<file path="src/rtl/fabric_config_loader.sv">
// Serialises host configuration words LSB-first into a fabric shift chain,
// then issues a one-cycle commit (cfg_set) and a completion pulse (done).
module fabric_config_loader #(
    parameter  int WORD_W    = 32,
    parameter  int CHAIN_LEN = 40,
    localparam int CNT_W     = $clog2(CHAIN_LEN + 1)
) (
    input  logic              clk,
    input  logic              rst,
    input  logic              start,
    input  logic              abort,
    input  logic [WORD_W-1:0] word_data,
    input  logic              word_valid,
    output logic              word_ready,
    output logic              cfg_shift,
    output logic              cfg_cen,
    output logic              cfg_set,
    output logic              busy,
    output logic              done,
    output logic [CNT_W-1:0]  bit_count,
    output logic [1:0]        state_dbg
);

    localparam int IDX_W = (WORD_W > 1) ? $clog2(WORD_W) : 1;
    localparam logic [CNT_W-1:0] LAST_CNT = CNT_W'(CHAIN_LEN - 1);
    localparam logic [IDX_W-1:0] LAST_IDX = IDX_W'(WORD_W - 1);

    typedef enum logic [1:0] {
        S_IDLE  = 2'd0,
        S_SHIFT = 2'd1,
        S_SET   = 2'd2,
        S_DONE  = 2'd3
    } state_t;

    state_t            state;
    state_t            state_nxt;
    logic [WORD_W-1:0] buf_word;
    logic [IDX_W-1:0]  bit_idx;
    logic              buf_valid;
    logic              shift_en;
    logic              last_bit;
    logic              idx_last;

    assign last_bit  = (bit_count == LAST_CNT);
    assign idx_last  = (bit_idx == LAST_IDX);
    assign state_dbg = state;

    always_ff @(posedge clk or negedge rst) begin
        if (!rst) state <= S_IDLE;
        else      state <= state_nxt;
    end

    always_comb begin
        state_nxt = state;
        if (abort) begin
            state_nxt = S_IDLE;
        end else begin
            case (state)
                S_IDLE:  if (start) state_nxt = S_SHIFT;
                S_SHIFT: if (shift_en && last_bit) state_nxt = S_SET;
                S_SET:   state_nxt = S_DONE;
                S_DONE:  state_nxt = S_IDLE;
                default: state_nxt = S_IDLE;
            endcase
        end
    end

    // Handshake: a word transfers on a rising edge where word_valid && word_ready;
    // word_ready never depends on word_valid, and data outside a transfer is ignored.
    // Ready opens early on the last buffered bit so consecutive words stream without a gap.
    always_comb begin
        shift_en   = (state == S_SHIFT) && buf_valid && !abort;
        word_ready = (state == S_SHIFT) && !abort &&
                     (!buf_valid || (idx_last && (bit_count < LAST_CNT)));
        cfg_cen    = shift_en;
        cfg_shift  = shift_en && buf_word[bit_idx];
        cfg_set    = (state == S_SET) && !abort;
        done       = (state == S_DONE) && !abort;
        busy       = (state != S_IDLE);
    end

    // Word buffer and bit counter; a finishing shift flushes any unused upper bits.
    always_ff @(posedge clk or negedge rst) begin
        if (!rst) begin
            buf_word  <= '0;
            bit_idx   <= '0;
            buf_valid <= 1'b0;
            bit_count <= '0;
        end else if (abort) begin
            buf_valid <= 1'b0;
        end else if ((state == S_IDLE) && start) begin
            buf_valid <= 1'b0;
            bit_count <= '0;
        end else begin
            if (shift_en) bit_count <= bit_count + 1'b1;
            if (word_ready && word_valid) begin
                buf_word  <= word_data;
                bit_idx   <= '0;
                buf_valid <= 1'b1;
            end else if (shift_en) begin
                if (idx_last || last_bit) buf_valid <= 1'b0;
                else                      bit_idx   <= bit_idx + 1'b1;
            end
        end
    end

endmodule

</file>
<file path="config.mk">
export PLATFORM = sky130hd
export DESIGN_NAME = fabric_config_loader
export DESIGN_NICKNAME = d
export VERILOG_FILES = /design/src/rtl/fabric_config_loader.sv
export SDC_FILE = /design/constraint.sdc
export NUM_CORES = 1
export LEC_CHECK = 0
export BUFFER_PORTS_ARGS = -buffer_cell sky130_fd_sc_hd__buf_2
export CAP_MARGIN = 20
export CORE_MARGIN = 10
export CORE_UTILIZATION = 59
export CTS_CLUSTER_SIZE = 14
export DETAILED_ROUTE_END_ITERATION = 16
export MAX_ROUTING_LAYER = met4
export PLACE_DENSITY = 0.9
export SLEW_MARGIN = 10
export SYNTH_ARGS = -nofsm -noshare
export SYNTH_HDL_FRONTEND = slang
export SYNTH_SLANG_ARGS = --single-unit
</file>
<file path="constraint.sdc">
create_clock -name clk -period 5.8 [get_ports clk]
set_clock_uncertainty 0.05 [all_clocks]
set_input_delay 1.16 -clock clk [delete_from_list [all_inputs] [get_ports clk]]
set_output_delay 1.16 -clock clk [all_outputs]
set_load 0.03 [all_outputs]
</file>
==> results_dict.tcl <==
set metrics [dict create \
    vias_per_cell 5.656 \
    hp-start "buf_word[6]" \
    drv_slew 0 \
    use_met3_pct 3.346 \
    synth_edf_count 0 \
    numPortBuffers 50 \
    cp-start-kind "flop" \
    clock_path_buffers 2 \
    drt_iter0_markers 89 \
    drv_cap 0 \
    finalWirelength_um 4774 \
    drt_first_pass_iters 4 \
    antenna_found_initial 0 \
    p_sw_share_pct 31.63 \
    place_hpwl_um 3539 \
    die_h_um 84.82 \
    r2r_cells 7 \
    post-route-drc-count 0 \
    internal-power_mw 0.8016 \
    p_leak_nw 1.378 \
    ys_types 43 \
    cts_hold_buffers 0 \
    post-cts-setup-buffers 0 \
    pin_count 51 \
    grt_busiest_layer "met2" \
    p_comb_share_pct 36.8 \
    worstSetupPathType "reg -> out" \
    path_clk_slew_ns 0.09 \
    start_util_pct 61.52 \
    clock-sinks 46 \
    finalPower_mw 1.173 \
    place_ws_ns 2.494 \
    final_util_pct 70.47 \
    rows 23 \
    critPathCaptureType "output pin" \
    setup_slack_ns 2.231 \
    nets 281 \
    insertion_delay_ns 0.30 \
    cts_buffers 5 \
    coreArea_sq_um 4029 \
    finalSetupViolations 0 \
    cts_resized 0 \
    ir_drop_mv 0.2403 \
    grt_max_degree 47 \
    reg2reg_setup_slack_ns 2.54 \
    ys_seq_elements 46 \
    hold_violations 0 \
    grt_use_total_pct 14.15 \
    timing.rr.start "bit_idx[0]" \
    power.switching_mw 0.3709 \
    grt_pass1_wl_um 8224 \
    fill_cells 290 \
    gp_congestion 0.8187 \
    grt_overflow 0 \
    setup_tns_ns 0 \
    drive_above_1_share_pct 43.28 \
    met1_usage_pct 18.80 \
    max_slew.worst_pin.slew_ns 1.070 \
    p_per_area_nw_per_um2 413.0 \
    synthCells 187 \
    synth.area.top_cells "dfrtp_1, mux2_4, mux4_2, ha_1, mux2_2" \
    fmax_ghz 0.2802 \
    cts_root_buf "clkbuf_8" \
    synth_top_area_share_pct 46.44 \
    startpoint "bit_idx[0]" \
    hold_path_class "reg -> reg" \
    synth_flop_cell "dfrtp_1" \
    required_ns 4.59 \
    synth.avg_cell_area_sq_um 13.25 \
    htreeDepth 2 \
    wl_per_cell_um 16.58 \
    rsz0062_at_grt "false" \
    power_frac_seq_pct 46.4 \
    p_clk_share_pct 16.8 \
    yosysSeqAreaShare_pct 46.44 \
    critPathMaxFanout 13 \
    die_area_sq_um 7194 \
    min_period_ns 3.569 \
    fin_crit_sh_pct 61.54 \
    syn_area_sq_um 2479 \
    syn_to_final_growth_pct 14.54 \
    slew_headroom_pct 28.69 \
    r2r_end "bit_idx[2]" \
    grtUsageMet2_pct 20.66 \
    grt_pass1_vias 1714 \
    diodes 0 \
    cts_tree "built" \
    crit_end "cfg_shift" \
    ys_warn_count 0 \
    die_x_um 84.82 \
    async_reset_ff_share_pct 100.0 \
    yosys.area.top_type "dfrtp_1" \
    synth_nets 231 \
    arrival_ns 2.36 \
    status "finished clean" \
    ant_nets 0 \
    vias 1629 \
]
power groups by stage:
stage	logic (mW)	registers [mW]	clock network, mW
after floorplan	0.361	0.523	0
after global placement	0.418	0.544	0
after detailed placement	0.434	0.549	0
after CTS	0.436	0.544	0.200
after global routing	0.469	0.564	0.215
final	0.432	0.544	0.197
placed cells by master (no fill, tap or decap), drive strengths merged:
cell type / Yosys / routed
nor3b: 1 / 1
nand3: 5 / 5
a31oi: 1 / 1
a21oi: 5 / 5
mux2i: 5 / 5
nand2b: 3 / 3
and3: 4 / 4
o311a: 1 / 1
a211o: 2 / 2
ha: 7 / 7
mux2: 35 / 35
o2111a: 1 / 1
and3b: 1 / 1
nor2: 9 / 9
xor2: 2 / 2
xnor2: 2 / 2
o22ai: 1 / 1
nand4: 2 / 2
nor3: 1 / 1
nand2: 10 / 10
o211ai: 1 / 1
buf: 6 / 51
a2111oi: 1 / 1
inv: 7 / 7
nor2b: 4 / 4
and2: 2 / 2
mux4: 6 / 6
clkinv: 0 / 2
a211oi: 1 / 1
clkinvlp: 0 / 1
o221ai: 1 / 1
clkbuf: 2 / 5
a2bb2oi: 1 / 1
o21a: 2 / 2
o21ai: 4 / 4
dfrtp: 46 / 46
or2: 1 / 1
nand3b: 3 / 3
or3: 1 / 1
worst max-delay path, cell delays in order, from the launching register on:
cell and delay (ns):
dfrtp_1 0.72, mux4_2 0.57, mux2_2 0.27, o311a_1 0.31
buf_2 0.19
sequential cells by signal, indices dropped and copies added, names as in the netlist:
| name | cells |
|---|---|
| bit_count | 6 |
| bit_idx | 5 |
| buf_valid | 1 |
| buf_word | 32 |
| state_dbg | 2 |
cells in the mapped netlist, types with 3 or more instances:
master    count
dfrtp_1      46
mux2_4       28
nand2_1      10
nor2_1        9
ha_1          7
inv_1         7
mux2_2        6
mux4_2        6
a21oi_1       5
mux2i_1       5
nand3_1       5
and3_1        4
buf_6         4
nor2b_1       4
nand2b_1      3
o21ai_1       3
cell type report:
class | instances | area [sq um] | area share, %
Inverter | 7 | 26.28 | 0.9255
Tap cell | 50 | 62.56 | 2.204
Clock buffer | 5 | 68.82 | 2.424
Clock inverter | 3 | 21.27 | 0.7492
Timing Repair Buffer | 51 | 270.3 | 9.520
Sequential cell | 46 | 1151 | 40.55
Multi-Input combinational cell | 126 | 1239 | 43.63
cell families after synthesis:
family | share of synthesized area (%)
mux | 27.61
xor+xnor | 1.414
flops | 46.44
simple gates | 10.45
compound gates | 6.916
fa+ha+maj | 3.533
buf+inv | 3.634
routing by layer:
layer / share of wire (%) / vias to the layer above / wire length (um)
met5: 0 / - / 0
met4: 1.6 / 0 / 77
met3: 5.1 / 7 / 243
met2: 45 / 46 / 2131
met1: 49 / 798 / 2322
li1: - / 778 / -
worst min-delay path by stage:
stage	endpoint	slack [ns]	depth (start not counted)
finish	buf_word[6]	0.46	1
global route	buf_word[29]	0.48	1
CTS	buf_word[6]	0.46	1
detailed placement	buf_word[26]	0.44	1
global placement	buf_word[6]	0.44	1
floorplan	buf_word[2]	0.43	1
through the flow:
step | hold slack (ns) | std cells | instance area [sq um]
CTS | 0.4634 | 287 | 2819
detailed placement | 0.4430 | 279 | 2729
finish | 0.4617 | 288 | 2839
floorplan | 0.4251 | 187 | 2479
global placement | 0.4410 | 279 | 2729
global route | 0.4789 | 288 | 2839
No activity file was read; power rests on OpenSTA's default activity.
